**config.mk**
```make
export PLATFORM = sky130hd
export DESIGN_NAME = qspi_req_arb
export DESIGN_NICKNAME = d
export VERILOG_FILES = /design/src/rtl/qspi_req_arb.sv
export SDC_FILE = /design/constraint.sdc
export NUM_CORES = 1
export LEC_CHECK = 0
export BUFFER_PORTS_ARGS = -buffer_cell sky130_fd_sc_hd__buf_2
export CAP_MARGIN = 10
export CORE_ASPECT_RATIO = 1.25
export CORE_MARGIN = 2
export CORE_UTILIZATION = 43
export DETAILED_ROUTE_END_ITERATION = 8
export PLACE_DENSITY_LB_ADDON = 0.3
export SLEW_MARGIN = 20
export SYNTH_ARGS = -nofsm -noshare
export SYNTH_HDL_FRONTEND = slang
export SYNTH_SLANG_ARGS = --single-unit
```
**constraint.sdc**
```tcl
create_clock -name clk -period 1.9 [get_ports clk]
set_input_delay 0.095 -clock clk [delete_from_list [all_inputs] [get_ports clk]]
set_output_delay 0.095 -clock clk [all_outputs]
set_load 0.01 [all_outputs]
```
**src/rtl/qspi_req_arb.sv**
```systemverilog
// qspi_req_arb: arbitrates an instruction-fetch port and a data port onto a
// single downstream read/write command interface, with round-robin contention
// handling and a per-transaction response timeout.
module qspi_req_arb #(
    parameter int TIMEOUT = 255
) (
    input  logic        clk,
    input  logic        rst_n,
    // fetch port
    input  logic        if_req,
    input  logic [31:0] if_adr,
    output logic        if_valid,
    output logic [31:0] if_data,
    // data port
    input  logic        d_rd_req,
    input  logic        d_wr_req,
    input  logic        d_w,
    input  logic        d_hw,
    input  logic [31:0] d_adr,
    input  logic [31:0] d_wdata,
    output logic        d_valid,
    output logic [31:0] d_rdata,
    output logic        d_finish,
    output logic        err,
    // downstream read command / response
    output logic        read_req,
    output logic        read_w,
    output logic        read_hw,
    output logic [31:0] read_adr,
    input  logic        read_valid,
    input  logic [31:0] read_data,
    // downstream write command / completion
    output logic        write_req,
    output logic        write_w,
    output logic        write_hw,
    output logic [31:0] write_adr,
    output logic [31:0] write_data,
    input  logic        write_finish
);

    typedef enum logic [1:0] {
        IDLE    = 2'd0,
        RD_WAIT = 2'd1,
        WR_WAIT = 2'd2
    } state_t;

    localparam logic [7:0] TO_CNT = 8'(TIMEOUT);

    state_t      r_state;
    logic [7:0]  r_cnt;
    logic        r_last_d;   // 1 = data port was granted last
    logic        r_own_d;    // owner of the transaction in flight (1 = data)

    logic        r_if_valid;
    logic [31:0] r_if_data;
    logic        r_d_valid;
    logic [31:0] r_d_rdata;
    logic        r_d_finish;
    logic        r_err;

    logic        r_read_req;
    logic        r_read_w;
    logic        r_read_hw;
    logic [31:0] r_read_adr;
    logic        r_write_req;
    logic        r_write_w;
    logic        r_write_hw;
    logic [31:0] r_write_adr;
    logic [31:0] r_write_data;

    logic        w_d_req;
    logic        w_pulse;
    logic        w_grant_d;
    logic        w_grant_f;
    logic        w_timeout;

    // A response pulse in flight blocks granting so a still-held request
    // level from the master just served is not re-granted.
    assign w_d_req   = d_rd_req | d_wr_req;
    assign w_pulse   = r_if_valid | r_d_valid | r_d_finish;
    assign w_grant_d = w_d_req & (~if_req | ~r_last_d);
    assign w_grant_f = if_req & ~w_grant_d;
    assign w_timeout = (r_cnt == TO_CNT);

    assign if_valid   = r_if_valid;
    assign if_data    = r_if_data;
    assign d_valid    = r_d_valid;
    assign d_rdata    = r_d_rdata;
    assign d_finish   = r_d_finish;
    assign err        = r_err;
    assign read_req   = r_read_req;
    assign read_w     = r_read_w;
    assign read_hw    = r_read_hw;
    assign read_adr   = r_read_adr;
    assign write_req  = r_write_req;
    assign write_w    = r_write_w;
    assign write_hw   = r_write_hw;
    assign write_adr  = r_write_adr;
    assign write_data = r_write_data;

    // Arbitration FSM: grant, issue one-cycle command pulse, wait for response or timeout.
    always_ff @(posedge clk) begin
        if (!rst_n) begin
            r_state      <= IDLE;
            r_cnt        <= 8'd0;
            r_last_d     <= 1'b0;
            r_own_d      <= 1'b0;
            r_if_valid   <= 1'b0;
            r_if_data    <= 32'd0;
            r_d_valid    <= 1'b0;
            r_d_rdata    <= 32'd0;
            r_d_finish   <= 1'b0;
            r_err        <= 1'b0;
            r_read_req   <= 1'b0;
            r_read_w     <= 1'b0;
            r_read_hw    <= 1'b0;
            r_read_adr   <= 32'd0;
            r_write_req  <= 1'b0;
            r_write_w    <= 1'b0;
            r_write_hw   <= 1'b0;
            r_write_adr  <= 32'd0;
            r_write_data <= 32'd0;
        end else begin
            r_read_req  <= 1'b0;
            r_write_req <= 1'b0;
            r_if_valid  <= 1'b0;
            r_d_valid   <= 1'b0;
            r_d_finish  <= 1'b0;
            r_err       <= 1'b0;
            case (r_state)
                IDLE: begin
                    if (!w_pulse) begin
                        if (w_grant_d) begin
                            r_last_d <= 1'b1;
                            r_own_d  <= 1'b1;
                            r_cnt    <= 8'd0;
                            if (d_wr_req) begin
                                r_write_adr  <= d_adr;
                                r_write_data <= d_wdata;
                                r_write_w    <= d_w;
                                r_write_hw   <= d_hw;
                                r_write_req  <= 1'b1;
                                r_state      <= WR_WAIT;
                            end else begin
                                r_read_adr <= d_adr;
                                r_read_w   <= d_w;
                                r_read_hw  <= d_hw;
                                r_read_req <= 1'b1;
                                r_state    <= RD_WAIT;
                            end
                        end else if (w_grant_f) begin
                            r_last_d   <= 1'b0;
                            r_own_d    <= 1'b0;
                            r_cnt      <= 8'd0;
                            r_read_adr <= if_adr;
                            r_read_w   <= 1'b1;
                            r_read_hw  <= 1'b0;
                            r_read_req <= 1'b1;
                            r_state    <= RD_WAIT;
                        end
                    end
                end
                RD_WAIT: begin
                    if (read_valid || w_timeout) begin
                        if (r_own_d) begin
                            r_d_valid <= 1'b1;
                            r_d_rdata <= read_valid ? read_data : 32'd0;
                        end else begin
                            r_if_valid <= 1'b1;
                            r_if_data  <= read_valid ? read_data : 32'd0;
                        end
                        r_err   <= ~read_valid;
                        r_state <= IDLE;
                    end else begin
                        r_cnt <= r_cnt + 8'd1;
                    end
                end
                WR_WAIT: begin
                    if (write_finish || w_timeout) begin
                        r_d_finish <= 1'b1;
                        r_err      <= ~write_finish;
                        r_state    <= IDLE;
                    end else begin
                        r_cnt <= r_cnt + 8'd1;
                    end
                end
                default: r_state <= IDLE;
            endcase
        end
    end

endmodule

```
==> results_dict.tcl <==
set metrics [dict create \
    worstHoldPathType "primary input to flip-flop" \
    r2r_start "d_finish$_SDFF_PN0_" \
    synthAdderAreaFrac_pct 0.884 \
    totalWireLength_um 27400 \
    drt-initial-drc-count 874 \
    start_util_pct 43.8 \
    synthArstFlopShare_pct 0 \
    fp.dieArea_sq_um 17500 \
    max_freq_mhz 497 \
    cts_root_buf "clkbuf_16" \
    hpwl_um 15200 \
    yosys_warnings 0 \
    core_area_sq_um 16100 \
    cts_tree "done" \
    ff2ff_path_depth 7 \
    numPlacedInstances 1347 \
    drc 0 \
    reg2reg_to "read_adr[7]$_SDFFE_PN0P_" \
    status "complete, but fails checks" \
    ys.flop_type "dfxtp_1" \
    final_hold_viol_count 0 \
    grt_pass1_vias 8089 \
    syn_avg_cell_area_sq_um 8.00 \
    drive_gt1_share_pct 30.7 \
    final_antenna_net_count 0 \
    p_leak_nw 4.79 \
    gp_congestion 0.835 \
    synth_area_leaders "dfxtp_1 51%, nand2_1 11%, a21oi_1 9.5%, nand4_1 6.0%, clkbuf_1 4.4%" \
    synthesis.nets 1026 \
    synthXorXnorAreaFrac_pct 0 \
    worstSkewPairLatency_ps 430 \
    ff2ff_setup_slack_ps -110 \
    finalMaxSlewViolations 0 \
    nets 1431 \
    min_period_over_period_pct 106 \
    htree_levels 4 \
    first_pass_iters 5 \
    netlist_area_sq_um 7070 \
    synth_simple_gate_area_share_pct 22.0 \
    vias 8516 \
    endpoint_kind "flip-flop" \
    portBuffers 306 \
    muxShareOfSynthArea_pct 0.283 \
    critical_path_class "flip-flop to flip-flop" \
    placed_cell_area_sq_um 8870 \
    synth_edf_count 0 \
    maxSlewHeadroom_pct 54.4 \
    avgRoutedWirePerCell_um 18.0 \
    rsz0062_at_grt "true" \
    final.setup_skew_ps 11.6 \
    overflow 0 \
    antenna_found_initial 1 \
    fin_cells 1518 \
    finish.instance_area_sq_um 11000 \
    cts_sinks 181 \
    maxCapViolCount 0 \
    layout_min_cycle_time_ps 2010 \
    grt_first_pass_wirelength_um 41000 \
    critPathMaxFanout 8 \
    grt_usage_pct 28.8 \
    yosys.area.top_type "dfxtp_1" \
    yosysTopAreaCellShare_pct 51.2 \
    synth_cells 884 \
    cp-start-kind "flip-flop" \
    cts.path.max_buffers 2 \
    worst_slack_ps -112 \
    yosys-top-cells-count "211 x nand2_1, 181 x dfxtp_1, 134 x a21oi_1, 83 x clkbuf_1, 68 x nand4_1" \
    synth_top_family_by_area "simple AND/OR/NAND/NOR gates" \
    diodes 0 \
    cellPowerDensity_nw_per_um2 987 \
    violations "setup timing" \
    ir_drop_mv 0.552 \
    utilization_pct 68.0 \
    vias_per_cell 5.61 \
    die-height_um 147 \
    cp.arrival_ps 2300 \
    synth-compound-area-share_pct 20.6 \
    required_ps 2190 \
    die-width_um 119 \
    hold_ws_ps 51.1 \
    num_rows 52 \
    synth_cell_types 36 \
    grt_max_degree 95 \
    cts_buffers 17 \
    ios 307 \
    synth-seq-area-share_pct 51.2 \
    ys_ff_latch 181 \
    syn_to_final_growth_pct 55.2 \
    path_clk_slew_ps 70 \
    finalSetupViolCount 1 \
    worstMarginPinSlew_ps 684 \
    crit_end "read_adr[7]$_SDFFE_PN0P_" \
    synth_most_common_cell "nand2_1" \
    crit_start "d_finish$_SDFF_PN0_" \
]
==> cell type report <==
| class | instances | area [sq um] |
|---|---|---|
| Inverter | 7 | 28.8 |
| Tap cell | 216 | 270 |
| Multi-Input combinational cell | 610 | 3190 |
| Timing Repair Buffer | 472 | 3280 |
| Sequential cell | 181 | 3630 |
| Clock buffer | 18 | 429 |
| Clock inverter | 14 | 143 |
| Fill cell | 1231 | 5160 |
==> what timing repair did <==
action | CTS | global route
hold endpoints to repair | 164 | 0
gates resized for setup | 1 | 23
hold buffers | 130 | 0
buffers inserted | 1 | 1
cloned | 1 | 6
pin swaps | 7 | 7
setup endpoints to repair | 12 | 70
==> per-layer routing <==
layer | up-vias | wire [um] | track usage [%]
met3 | 104 | 2610 | 8.26
met2 | 493 | 13300 | 48.2
li1 | 3923 | - | -
met4 | 2 | 1330 | 16.0
met1 | 3994 | 10100 | 32.9
met5 | - | 13 | 0
==> worst max-delay path, stage by stage, from the launching register on <==
cell and delay (ps):
dfxtp_2 320, or3_4 380, buf_4 160, nor4_4 140
buf_6 240, clkbuf_16 180, nor2_1 60, a311oi_1 400
==> where the power goes <==
part	total (mW)	internal (mW)	switching [mW]
clock	3.46	1.85	1.61
combinational	3.01	1.23	1.78
sequential	4.36	4.16	0.194
==> cells in the final DEF, fill, tap and decap left out, types with 5 or more instances in the layout <==
cell	synthesis	final
buf_2	1	306
nand2_1	211	211
dfxtp_1	181	177
a21oi_1	134	133
dlygate4sd3_1	0	130
nand4_1	68	68
o21ai_0	40	40
nor2_1	37	37
o21ai_1	30	30
a311oi_1	32	29
clkbuf_16	0	20
buf_4	0	20
buf_12	0	7
nor3_1	6	5
o22ai_1	6	5
inv_6	0	5
buf_6	0	5
==> kinds of logic (layout without fill, tap and decap cells) <==
group                      Yosys count  after routing
and+or+nand+nor                    347            347
DFF                                181            181
muxes                                2              2
buffers and inverters               93            511
adders and majority gates            5              5
AOI/OAI and AO/OA                  256            256
==> worst min-delay path by stage <==
stage / cells after the start / slack (ps) / end / from
floorplan: 2 / 230 / write_adr[0]$_SDFFE_PN0P_ / d_adr[0]
global placement: 3 / 340 / write_data[5]$_SDFFE_PN0P_ / d_wdata[5]
detailed placement: 3 / 340 / write_data[21]$_SDFFE_PN0P_ / d_wdata[21]
CTS: 3 / 60 / err$_SDFF_PN0_ / write_finish
global route: 3 / 60 / err$_SDFF_PN0_ / write_finish
finish: 3 / 50 / err$_SDFF_PN0_ / write_finish
==> state kept, by name, indices dropped and copies added (netlist names), 2 cells and up <==
name and flops:
d_rdata 32, if_data 32, r_cnt 8, r_state 2, read_adr 32, write_adr 32, write_data 32
==> metrics by stage <==
| step | setup TNS [ps] | total power [mW] | worst slack, ps |
|---|---|---|---|
| 2_1_floorplan | -612 | 5.82 | -116 |
| 3_3_place_gp | -450 | 6.76 | -89.1 |
| 3_5_place_dp | -538 | 6.81 | -108 |
| 4_1_cts | -17.8 | 10.5 | -17.8 |
| 5_1_grt | -240 | 11.3 | -124 |
| 6_report | -112 | 10.8 | -112 |
Power figures use the tool's default switching activity.
